**src/rtl/mips_control_fsm_pkg.sv**
```systemverilog
// Shared types and constants for the multi-cycle MIPS control FSM.
// Optional feature macro: ILLEGAL_OPCODE_TRAP_EN (trap unknown opcodes into HALT).
package mips_control_fsm_pkg;

`ifdef ILLEGAL_OPCODE_TRAP_EN
  localparam logic TRAP_EN = 1'b1;
`else
  localparam logic TRAP_EN = 1'b0;
`endif

  typedef enum logic [4:0] {
    ALU_AND    = 5'b00000,
    ALU_OR     = 5'b00001,
    ALU_ADD    = 5'b00010,
    ALU_XOR    = 5'b00011,
    ALU_SLL    = 5'b00100,
    ALU_SRL    = 5'b00101,
    ALU_SUB    = 5'b00110,
    ALU_SLT    = 5'b00111,
    ALU_SRA    = 5'b01000,
    ALU_SLTU   = 5'b01001,
    ALU_EQ     = 5'b01010,
    ALU_PASSB  = 5'b01011,
    ALU_LTZ    = 5'b01100,
    ALU_LINK   = 5'b01101,
    ALU_PASSA  = 5'b01110,
    ALU_LEZ    = 5'b10000,
    ALU_JCONST = 5'b10001
  } alu_op_t;

  typedef enum logic [2:0] {
    S_FETCH  = 3'd0,
    S_DECODE = 3'd1,
    S_EXEC   = 3'd2,
    S_MEM    = 3'd3,
    S_WB     = 3'd4,
    S_HALT   = 3'd5
  } state_t;

  typedef enum logic [2:0] {
    CLS_ALU     = 3'd0,
    CLS_LOAD    = 3'd1,
    CLS_STORE   = 3'd2,
    CLS_BRANCH  = 3'd3,
    CLS_JUMP    = 3'd4,
    CLS_JLINK   = 3'd5,
    CLS_ILLEGAL = 3'd6
  } instr_class_t;

  localparam logic [1:0] SRC_A_PC    = 2'd0;
  localparam logic [1:0] SRC_A_RS    = 2'd1;
  localparam logic [1:0] SRC_A_SHAMT = 2'd2;
  localparam logic [1:0] SRC_A_INDEX = 2'd3;
  localparam logic [1:0] SRC_B_RT    = 2'd0;
  localparam logic [1:0] SRC_B_SIMM  = 2'd1;
  localparam logic [1:0] SRC_B_ZIMM  = 2'd2;
  localparam logic [1:0] SRC_B_FOUR  = 2'd3;

  localparam logic [5:0] OP_SPECIAL = 6'h00;
  localparam logic [5:0] OP_REGIMM  = 6'h01;
  localparam logic [5:0] OP_J       = 6'h02;
  localparam logic [5:0] OP_JAL     = 6'h03;
  localparam logic [5:0] OP_BEQ     = 6'h04;
  localparam logic [5:0] OP_BNE     = 6'h05;
  localparam logic [5:0] OP_BLEZ    = 6'h06;
  localparam logic [5:0] OP_BGTZ    = 6'h07;
  localparam logic [5:0] OP_ADDIU   = 6'h09;
  localparam logic [5:0] OP_SLTI    = 6'h0a;
  localparam logic [5:0] OP_SLTIU   = 6'h0b;
  localparam logic [5:0] OP_ANDI    = 6'h0c;
  localparam logic [5:0] OP_ORI     = 6'h0d;
  localparam logic [5:0] OP_XORI    = 6'h0e;
  localparam logic [5:0] OP_LW      = 6'h23;
  localparam logic [5:0] OP_SW      = 6'h2b;

  localparam logic [5:0] FN_SLL  = 6'h00;
  localparam logic [5:0] FN_SRL  = 6'h02;
  localparam logic [5:0] FN_SRA  = 6'h03;
  localparam logic [5:0] FN_JR   = 6'h08;
  localparam logic [5:0] FN_JALR = 6'h09;
  localparam logic [5:0] FN_ADDU = 6'h21;
  localparam logic [5:0] FN_SUBU = 6'h23;
  localparam logic [5:0] FN_AND  = 6'h24;
  localparam logic [5:0] FN_OR   = 6'h25;
  localparam logic [5:0] FN_XOR  = 6'h26;
  localparam logic [5:0] FN_SLT  = 6'h2a;
  localparam logic [5:0] FN_SLTU = 6'h2b;

  localparam logic [4:0] RT_BLTZ = 5'h00;
  localparam logic [4:0] RT_BGEZ = 5'h01;

endpackage

```
**src/rtl/mips_alu_decoder.sv**
```systemverilog
// Combinational opcode/funct/rt decoder: ALU operation, operand selects,
// instruction class and branch-condition inversion.
module mips_alu_decoder
  import mips_control_fsm_pkg::*;
(
  input  logic [5:0]   opcode,
  input  logic [5:0]   funct,
  input  logic [4:0]   rt,
  output alu_op_t      alu_op,
  output logic [1:0]   src_a_sel,
  output logic [1:0]   src_b_sel,
  output instr_class_t cls,
  output logic         invert
);

  // Map the instruction fields onto ALU op, operand sources and class
  always_comb begin
    alu_op    = ALU_AND;
    src_a_sel = SRC_A_RS;
    src_b_sel = SRC_B_RT;
    cls       = CLS_ILLEGAL;
    invert    = 1'b0;
    case (opcode)
      OP_SPECIAL: begin
        cls = CLS_ALU;
        case (funct)
          FN_SLL:  begin alu_op = ALU_SLL; src_a_sel = SRC_A_SHAMT; end
          FN_SRL:  begin alu_op = ALU_SRL; src_a_sel = SRC_A_SHAMT; end
          FN_SRA:  begin alu_op = ALU_SRA; src_a_sel = SRC_A_SHAMT; end
          FN_JR:   begin alu_op = ALU_PASSA; cls = CLS_JUMP; end
          FN_JALR: begin alu_op = ALU_PASSA; cls = CLS_JLINK; end
          FN_ADDU: alu_op = ALU_ADD;
          FN_SUBU: alu_op = ALU_SUB;
          FN_AND:  alu_op = ALU_AND;
          FN_OR:   alu_op = ALU_OR;
          FN_XOR:  alu_op = ALU_XOR;
          FN_SLT:  alu_op = ALU_SLT;
          FN_SLTU: alu_op = ALU_SLTU;
          default: cls = CLS_ILLEGAL;
        endcase
      end
      OP_REGIMM: begin
        alu_op = ALU_LTZ;
        cls    = CLS_BRANCH;
        case (rt)
          RT_BLTZ: invert = 1'b0;
          RT_BGEZ: invert = 1'b1;
          default: begin alu_op = ALU_AND; cls = CLS_ILLEGAL; end
        endcase
      end
      OP_J:     begin alu_op = ALU_JCONST; src_a_sel = SRC_A_INDEX; cls = CLS_JUMP; end
      OP_JAL:   begin alu_op = ALU_JCONST; src_a_sel = SRC_A_INDEX; cls = CLS_JLINK; end
      OP_BEQ:   begin alu_op = ALU_EQ;  cls = CLS_BRANCH; end
      OP_BNE:   begin alu_op = ALU_EQ;  cls = CLS_BRANCH; invert = 1'b1; end
      OP_BLEZ:  begin alu_op = ALU_LEZ; cls = CLS_BRANCH; end
      OP_BGTZ:  begin alu_op = ALU_LEZ; cls = CLS_BRANCH; invert = 1'b1; end
      OP_ADDIU: begin alu_op = ALU_ADD;  src_b_sel = SRC_B_SIMM; cls = CLS_ALU; end
      OP_SLTI:  begin alu_op = ALU_SLT;  src_b_sel = SRC_B_SIMM; cls = CLS_ALU; end
      OP_SLTIU: begin alu_op = ALU_SLTU; src_b_sel = SRC_B_SIMM; cls = CLS_ALU; end
      OP_ANDI:  begin alu_op = ALU_AND;  src_b_sel = SRC_B_ZIMM; cls = CLS_ALU; end
      OP_ORI:   begin alu_op = ALU_OR;   src_b_sel = SRC_B_ZIMM; cls = CLS_ALU; end
      OP_XORI:  begin alu_op = ALU_XOR;  src_b_sel = SRC_B_ZIMM; cls = CLS_ALU; end
      OP_LW:    begin alu_op = ALU_ADD;  src_b_sel = SRC_B_SIMM; cls = CLS_LOAD; end
      OP_SW:    begin alu_op = ALU_ADD;  src_b_sel = SRC_B_SIMM; cls = CLS_STORE; end
      default:  cls = CLS_ILLEGAL;
    endcase
  end

endmodule

```
**src/rtl/mips_control_fsm.sv**
```systemverilog
// Multi-cycle MIPS control FSM (FETCH/DECODE/EXEC/MEM/WB/HALT).
// Decode results are captured in DECODE so later states see a stable instruction.
// Optional feature macro: ILLEGAL_OPCODE_TRAP_EN (unknown opcode sets illegal and halts).
module mips_control_fsm
  import mips_control_fsm_pkg::*;
(
  input  logic        clk,
  input  logic        reset,
  input  logic [31:0] instr,
  input  logic        mem_waitrequest,
  input  logic        cmp_true,
  input  logic        pc_next_zero,
  output logic [4:0]  alu_control,
  output logic [1:0]  src_a_sel,
  output logic [1:0]  src_b_sel,
  output logic        ir_write,
  output logic        pc_write,
  output logic        reg_write,
  output logic        mem_read,
  output logic        mem_write,
  output logic        active,
  output logic        illegal
);

  state_t       state_q, state_d;
  alu_op_t      alu_op_q, alu_op_d, dec_alu_op_s;
  logic [1:0]   src_a_q, src_a_d, dec_src_a_s;
  logic [1:0]   src_b_q, src_b_d, dec_src_b_s;
  instr_class_t cls_q, cls_d, dec_cls_s;
  logic         invert_q, invert_d, dec_invert_s;
  logic         halt_pend_q, halt_pend_d;
  logic         illegal_q, illegal_d;
  logic         unused_instr_s;

  assign unused_instr_s = ^{instr[25:21], instr[15:6]};

  mips_alu_decoder u_dec (
    .opcode    (instr[31:26]),
    .funct     (instr[5:0]),
    .rt        (instr[20:16]),
    .alu_op    (dec_alu_op_s),
    .src_a_sel (dec_src_a_s),
    .src_b_sel (dec_src_b_s),
    .cls       (dec_cls_s),
    .invert    (dec_invert_s)
  );

  // Next state, decode capture, pending-halt and sticky illegal flag
  always_comb begin
    state_d     = state_q;
    alu_op_d    = alu_op_q;
    src_a_d     = src_a_q;
    src_b_d     = src_b_q;
    cls_d       = cls_q;
    invert_d    = invert_q;
    halt_pend_d = halt_pend_q;
    illegal_d   = illegal_q;
    case (state_q)
      S_FETCH: begin
        if (!mem_waitrequest) state_d = S_DECODE;
        else                  state_d = S_FETCH;
      end
      S_DECODE: begin
        alu_op_d = dec_alu_op_s;
        src_a_d  = dec_src_a_s;
        src_b_d  = dec_src_b_s;
        cls_d    = dec_cls_s;
        invert_d = dec_invert_s;
        state_d  = S_EXEC;
      end
      S_EXEC: begin
        case (cls_q)
          CLS_ALU:              state_d = S_WB;
          CLS_LOAD, CLS_STORE:  state_d = S_MEM;
          CLS_BRANCH:           state_d = S_FETCH;
          CLS_JUMP:             state_d = pc_next_zero ? S_HALT : S_FETCH;
          CLS_JLINK: begin
            state_d     = S_WB;
            halt_pend_d = pc_next_zero;
          end
          default: begin
            if (TRAP_EN) begin
              illegal_d = 1'b1;
              state_d   = S_HALT;
            end else begin
              state_d   = S_FETCH;
            end
          end
        endcase
      end
      S_MEM: begin
        if (!mem_waitrequest) state_d = (cls_q == CLS_LOAD) ? S_WB : S_FETCH;
        else                  state_d = S_MEM;
      end
      S_WB:    state_d = halt_pend_q ? S_HALT : S_FETCH;
      S_HALT:  state_d = S_HALT;
      default: state_d = S_FETCH;
    endcase
  end

  // State and captured-decode registers with synchronous reset
  always_ff @(posedge clk) begin
    if (reset) begin
      state_q     <= S_FETCH;
      alu_op_q    <= ALU_AND;
      src_a_q     <= SRC_A_PC;
      src_b_q     <= SRC_B_RT;
      cls_q       <= CLS_ILLEGAL;
      invert_q    <= 1'b0;
      halt_pend_q <= 1'b0;
      illegal_q   <= 1'b0;
    end else begin
      state_q     <= state_d;
      alu_op_q    <= alu_op_d;
      src_a_q     <= src_a_d;
      src_b_q     <= src_b_d;
      cls_q       <= cls_d;
      invert_q    <= invert_d;
      halt_pend_q <= halt_pend_d;
      illegal_q   <= illegal_d;
    end
  end

  // Moore output decode; reset forces the quiet output set immediately
  always_comb begin
    alu_control = ALU_AND;
    src_a_sel   = SRC_A_PC;
    src_b_sel   = SRC_B_RT;
    ir_write    = 1'b0;
    pc_write    = 1'b0;
    reg_write   = 1'b0;
    mem_read    = 1'b0;
    mem_write   = 1'b0;
    active      = 1'b1;
    illegal     = 1'b0;
    if (reset) begin
      active = 1'b1;
    end else begin
      illegal = TRAP_EN & illegal_q;
      case (state_q)
        S_FETCH: begin
          mem_read    = 1'b1;
          alu_control = ALU_ADD;
          src_a_sel   = SRC_A_PC;
          src_b_sel   = SRC_B_FOUR;
          ir_write    = ~mem_waitrequest;
          pc_write    = ~mem_waitrequest;
        end
        S_EXEC: begin
          alu_control = alu_op_q;
          src_a_sel   = src_a_q;
          src_b_sel   = src_b_q;
          case (cls_q)
            CLS_BRANCH:          pc_write = cmp_true ^ invert_q;
            CLS_JUMP, CLS_JLINK: pc_write = 1'b1;
            default:             pc_write = 1'b0;
          endcase
        end
        S_MEM: begin
          alu_control = ALU_ADD;
          src_a_sel   = SRC_A_RS;
          src_b_sel   = SRC_B_SIMM;
          mem_read    = (cls_q == CLS_LOAD);
          mem_write   = (cls_q == CLS_STORE);
        end
        S_WB: begin
          reg_write = 1'b1;
          if (cls_q == CLS_JLINK) begin
            alu_control = ALU_LINK;
            src_a_sel   = SRC_A_PC;
            src_b_sel   = SRC_B_FOUR;
          end else if (cls_q == CLS_ALU) begin
            alu_control = alu_op_q;
            src_a_sel   = src_a_q;
            src_b_sel   = src_b_q;
          end else begin
            alu_control = ALU_AND;
          end
        end
        S_HALT:  active = 1'b0;
        default: active = 1'b1;
      endcase
    end
  end

endmodule
```
**config.mk**
```make
export PLATFORM = sky130hd
export DESIGN_NAME = mips_control_fsm
export DESIGN_NICKNAME = d
export VERILOG_FILES = /design/src/rtl/mips_control_fsm_pkg.sv /design/src/rtl/mips_alu_decoder.sv /design/src/rtl/mips_control_fsm.sv
export SDC_FILE = /design/constraint.sdc
export NUM_CORES = 1
export LEC_CHECK = 0
export BUFFER_PORTS_ARGS = -buffer_cell sky130_fd_sc_hd__buf_2
export CELL_PAD_IN_SITES_DETAIL_PLACEMENT = 2
export CELL_PAD_IN_SITES_GLOBAL_PLACEMENT = 2
export CORE_ASPECT_RATIO = 2
export CORE_MARGIN = 2
export CORE_UTILIZATION = 26
export CTS_CLUSTER_DIAMETER = 60
export DETAILED_ROUTE_END_ITERATION = 8
export PLACE_DENSITY = 0.83
export SETUP_SLACK_MARGIN = 0.5
export SLEW_MARGIN = 10
export SYNTH_ARGS = -nofsm -noshare
export SYNTH_HDL_FRONTEND = slang
export SYNTH_SLANG_ARGS = --single-unit
```
**constraint.sdc**
```tcl
create_clock -name clk -period 1.75 [get_ports clk]
set_input_delay 0.0875 -clock clk [delete_from_list [all_inputs] [get_ports clk]]
set_output_delay 0.0875 -clock clk [all_outputs]
set_load 0.02 [all_outputs]
```
==> flow_summary.toml, run 1 <==
[power]
leakage_nw = 0.966
vdd_drop_max_v = 0.000641
power_density_nw_per_um2 = 628
finalPower_w = 0.00166

[synthesis]
synth-seq-area-share = 0.218
syn_nets = 268
synth_ff_type = "dfxtp_1"
async_flop_share = 0
ys_ff_latch = 17
synth_edf_count = 0
yosys_warnings = 0
netlist_area_sq_um = 1560
syn-instance-count = 231
avgSynthCellArea_sq_um = 6.77
ys_types = 55

[clocking]
clock_latency_ps = 260
htreeDepth = 1
path_clk_slew_ps = 60
cts_tree = "done"
root_buffer = "clkbuf_16"
clock_path_buffers = 2
postCtsHoldBufs = 0
cts_made_buffers = 3
cts_num_sinks = 17

[sta]
timing_worst_slew_pin_value_ps = 624
clock.fmax_mhz = 565
slew_headroom = 0.578
setup_violations = 3
finalClockSkew_ps = 5.94
period_share = 1.01
rsz0062_at_grt = "true"
whs_ps = 103
fin_crit_ps = 1770
slew_violations = 0
worst_slack_ps = -20.8
hold_viol = 0

[route]
drtPass1Iterations = 6
antenna_left = 0
drt_iter0_drc = 102
wl_mm = 8.26
drc = 3
vias = 2039
detail_route.wl_per_cell_microns = 23.4
via_per_inst = 5.78

[layout]
antenna_cells = 0
nets = 328
nFillCells = 650
fin_cells = 353
area_delta_synth_final_pct = 69.5
drive_above_1_share = 0.521
finalInstanceArea_sq_um = 2650
final_core_util = 0.449

[grt]
antenna_found_initial = 0
track_usage = 0.235
grt_pass1_wl_mm = 11.9
grt_max_degree = 17
grt_overflow = 0
grt_pass1_vias = 2204

[floorplan]
dieArea_sq_um = 6690
rows = 40
die-height_microns = 114
die_w_microns = 58.8
core_area_sq_um = 5910
num_io_pins = 53
floorplan.initialDensity = 0.265

[place]
port-buffer-count = 36
dpl.cell_count = 321
place_hpwl_mm = 4.38
gp_congestion = 0.776
place_area_sq_um = 1950

[status]
violations = "design-rule violations, negative setup slack"
status = "complete, but fails checks"

[setup_path]
worstSetupPathType = "register to output pin"
end_kind = "output pin"
cp-start-kind = "register"
critPathArrivalTime_ps = 1680
required_ps = 1660
crit_fanout = 6

[min_path]
hold_path_class = "input pin to register"

[job]
cap_viol_max_count = 0
[state kept, by name, summed over array words and instances (netlist names)]
register and flops:
state_q 3, invert_q 1, src_b_q 2, halt_pend_q 1, src_a_q 2, alu_op_q 5, cls_q 3
[Yosys cell counts, types with 2 or more instances]
master,instances,share of area
a31oi_1,4,0.016
o211ai_1,2,0.0096
a22oi_1,3,0.014
nand2b_1,5,0.020
and3_1,3,0.012
nor3b_1,3,0.014
nand2_1,29,0.070
mux2i_1,2,0.013
o21a_1,2,0.0096
buf_1,4,0.0096
nor4_1,3,0.012
nor3_1,9,0.029
nand4_1,4,0.016
or2_2,4,0.016
nand3_1,4,0.013
a41oi_1,2,0.011
nor2b_1,5,0.020
o22ai_1,3,0.012
o2bb2ai_1,2,0.011
xor2_1,4,0.022
a21oi_1,18,0.058
a32oi_1,2,0.011
dfxtp_1,17,0.22
inv_1,9,0.022
nand3b_1,4,0.019
or4_1,2,0.0096
o21bai_1,2,0.0096
clkbuf_1,14,0.034
nor2_1,26,0.062
o21ai_0,11,0.035
a221oi_1,2,0.011
a211oi_1,4,0.019
[placed cells by master, fill, tap and decap left out, types with 5 or more instances in the layout]
master / Yosys / layout
buf_6: 0 / 27
buf_4: 1 / 27
nand2_1: 29 / 25
buf_2: 1 / 20
nor2_1: 26 / 17
dfxtp_1: 17 / 11
inv_1: 9 / 8
a21oi_1: 18 / 8
o21ai_0: 11 / 8
a21oi_2: 0 / 6
dfxtp_4: 0 / 6
nor2_2: 0 / 5
[cells by family (layout without fill, tap and decap cells)]
kind of cell	Yosys count	in the layout	share of synthesized area
compound gates	68	68	0.290
xor+xnor	5	5	0.0280
buf+inv	29	88	0.0728
flops	17	17	0.218
mux	3	3	0.0272
other cells	1	1	0.00240
simple gates	108	108	0.362
[report_power, final]
group | switching (W) | internal [W] | total (W) | leakage (nW)
Clock | 0.000177 | 0.000311 | 0.000488 | 0.0382
Sequential | 0.0000338 | 0.000407 | 0.000440 | 0.141
Combinational | 0.000411 | 0.000325 | 0.000737 | 0.787
[worst paths after layout]
kind | start | to | slack, ps | depth (start not counted)
setup / recovery | state_q[1] | alu_control[2] | -20 | 7
hold / removal | pc_next_zero | halt_pend_q | 100 | 3
hold reg to reg | src_b_q[0] | src_b_q[0] | 480 | 2
setup reg to reg | state_q[2] | src_b_q[0] | 210 | 5
[timing repair]
item	4_1_cts	5_1_grt
pin swaps	23	13
gates cloned	0	1
buffers inserted	21	6
endpoints found under the setup margin	29	32
resized for setup	80	34
[worst max-delay path, cell delays in order (launching register included)]
cell and delay (ps):
dfxtp_4 420, buf_4 140, nand2b_1 100, a21oi_4 270
buf_6 160, nand2_2 70, a21oi_4 130, buf_6 130
[routing by layer]
metal	vias to the layer above	GRT usage	share of wire
li1	958	-	-
met1	998	0.272	0.37
met2	56	0.430	0.56
met3	27	0.0283	0.030
met4	0	0.0758	0.044
met5	-	0	0
[per-stage QoR]
stage	TNS (ps)	setup slack, ps
after global placement	0	65.5
after floorplan	0	228
final	-37.7	-20.8
after global routing	-192	-50.1
after CTS	0	78.8
after detailed placement	0	67.7
[layout make-up]
| class | instances | area, sq um | area share |
|---|---|---|---|
| multi-input combinational | 185 | 1470 | 0.553 |
| tap | 63 | 78.8 | 0.0297 |
| clock buffer | 4 | 78.8 | 0.0297 |
| sequential | 17 | 363 | 0.137 |
| timing repair buffer | 75 | 627 | 0.236 |
| inverter | 9 | 38.8 | 0.0146 |
(Power assumes the default switching activity.)
==> inputs of run 2 (changes only) <==
Settings changed: CAP_MARGIN set to 0, CORE_MARGIN 2 to unset, REMOVE_ABC_BUFFERS set to 1.
==> run 2 against run 1 <==
Effect of this change: the run still ends with design-rule violations, negative setup slack left; power is 7.7% higher; combinational power is 16% higher; die area is 5.1% lower; global-route usage is 2.8 points higher; sequential power is 0.9% higher; non-clock buffer count is 18 higher; sequential cell count stayed put; cell area is 7.0% higher; critical endpoint is now src_b_sel[0]; largest cell class unchanged; highest routed layer unchanged.
==> flow_summary.toml, run 2 (synthesis gave the netlist of run 1 again) <==
[grt]
grt_pass1_wl_mm = 12.5
grt_pass1_vias = 2361
grt_max_degree = 14
antenna_found_initial = 0
grt_overflow = 0
track_usage = 0.263

[layout]
drive_above_1_share = 0.578
largest_reg_flops = 5
mostFrequentLayoutCells = "38 x buf_6, 32 x buf_4, 22 x buf_2"
ff_latch_area_sq_um = 363
antenna_cells = 0
reg_top3 = "alu_op_q x5, cls_q x3, state_q x3"
area_delta_synth_final_pct = 81.4
nets = 346
nFillCells = 633
finalInstanceArea_sq_um = 2840
largest_register = "alu_op_q"
multi_input_area_sq_um = 1490
final_common_cell = "buf_6"

[clocking]
cts_num_sinks = 17
cts_made_buffers = 3
htreeDepth = 1
postCtsHoldBufs = 0
clock_latency_ps = 260
root_buffer = "clkbuf_16"
path_clk_slew_ps = 60
clock_path_buffers = 2
cts_tree = "done"

[sta]
whs_ps = 126
slew_violations = 0
slew_headroom = 0.595
fin_crit_ps = 1880
hold_viol = 0
setup_violations = 8
finalClockSkew_ps = 1.37
clock.fmax_mhz = 532
rsz0062_at_grt = "true"
timing_worst_slew_pin_value_ps = 605
worst_slack_ps = -129
period_share = 1.07

[place]
port-buffer-count = 36
place_ws_ps = 17.1
place_area_sq_um = 1860
place_hpwl_mm = 4.74
gp_congestion = 0.851

[power]
vdd_drop_max_v = 0.000299
power_frac_seq = 0.247
intPower_w = 0.00110
pwr-share-clk = 0.277
p_comb_frac = 0.476
leakage_nw = 1.10
finalPower_w = 0.00179
p_sw_w = 0.000697
power_density_nw_per_um2 = 632
p_sw_frac = 0.389

[setup_path]
r2r_cells = 5
cp-start-kind = "register"
critPathArrivalTime_ps = 1790
critical_path.reg2reg.startpoint = "state_q[1]"
rrSetupSlack_ps = 140
crit_fanout = 6
r2r_end = "src_b_q[0]"
required_ps = 1660
worstSetupPathType = "register to output pin"
end_kind = "output pin"

[floorplan]
num_io_pins = 53
dieArea_sq_um = 6350
die_w_microns = 56.8
core_area_sq_um = 5760
floorplan.initialDensity = 0.272
rows = 39
die-height_microns = 112

[route]
drt_iter0_drc = 86
vias = 2234
via_per_inst = 6.05
antenna_left = 0
drtPass1Iterations = 6
detail_route.wl_per_cell_microns = 27.2
drc = 4
wl_mm = 10.0

[job]
cap_viol_max_count = 0

[min_path]
holdPathEnd = "halt_pend_q"
hold_path_class = "input pin to register"
hp-start = "pc_next_zero"
whs_path_depth = 3

[status]
violations = "design-rule violations, negative setup slack"
status = "complete, but fails checks"
## run 2: power groups by stage
stage	clock (W)	combinational [W]	sequential, W
after floorplan	0	0.000224	0.000447
after global placement	0	0.000421	0.000440
after detailed placement	0	0.000439	0.000442
after CTS	0.000478	0.000612	0.000433
after global routing	0.000514	0.000885	0.000444
final	0.000496	0.000853	0.000444
## run 2: how the worst max path moves through the flow
stage,from,endpoint,cells after the start
3_3_place_gp,instr[20],alu_op_q[2],6
5_1_grt,state_q[1],src_b_sel[0],6
2_1_floorplan,state_q[2],alu_control[0],5
6_report,state_q[1],src_b_sel[0],6
3_5_place_dp,instr[20],alu_op_q[2],6
4_1_cts,state_q[1],src_b_sel[0],7
## run 2: critical path: stages (launching register included)
cell,delay [ps]
dfxtp_4,390
nor2_1,200
nand4_1,290
a22oi_1,290
a21oi_2,50
nor2_1,150
buf_4,160
## run 2: area by class of cell
cell class,instances,area share
clock inverter,1,0.00176
multi-input combinational,185,0.524
tap,61,0.0269
sequential,17,0.128
clock buffer,3,0.0265
inverter,9,0.0137
timing repair buffer,93,0.280
## run 2: repair_timing
action | CTS | global route
hold endpoints to repair | 0 | 0
setup endpoints to repair | 32 | 32
gates cloned | 1 | 0
pin swaps | 27 | 28
buffers inserted | 19 | 21
gates resized for setup | 97 | 65
## run 2: routing by layer
| layer | vias to the layer above | track usage | share of wire |
|---|---|---|---|
| li1 | 991 | - | - |
| met1 | 1127 | 0.225 | 0.31 |
| met2 | 80 | 0.540 | 0.60 |
| met3 | 36 | 0.0221 | 0.030 |
| met4 | 0 | 0.172 | 0.060 |
| met5 | - | 0 | 0 |
## run 2: stage by stage
step,TNS [ps],cells,util
after floorplan,0,211,-
after global placement,0,324,0.323
after detailed placement,0,324,0.323
after CTS,0,348,0.420
after global routing,-883,369,0.493
final,-505,369,0.493
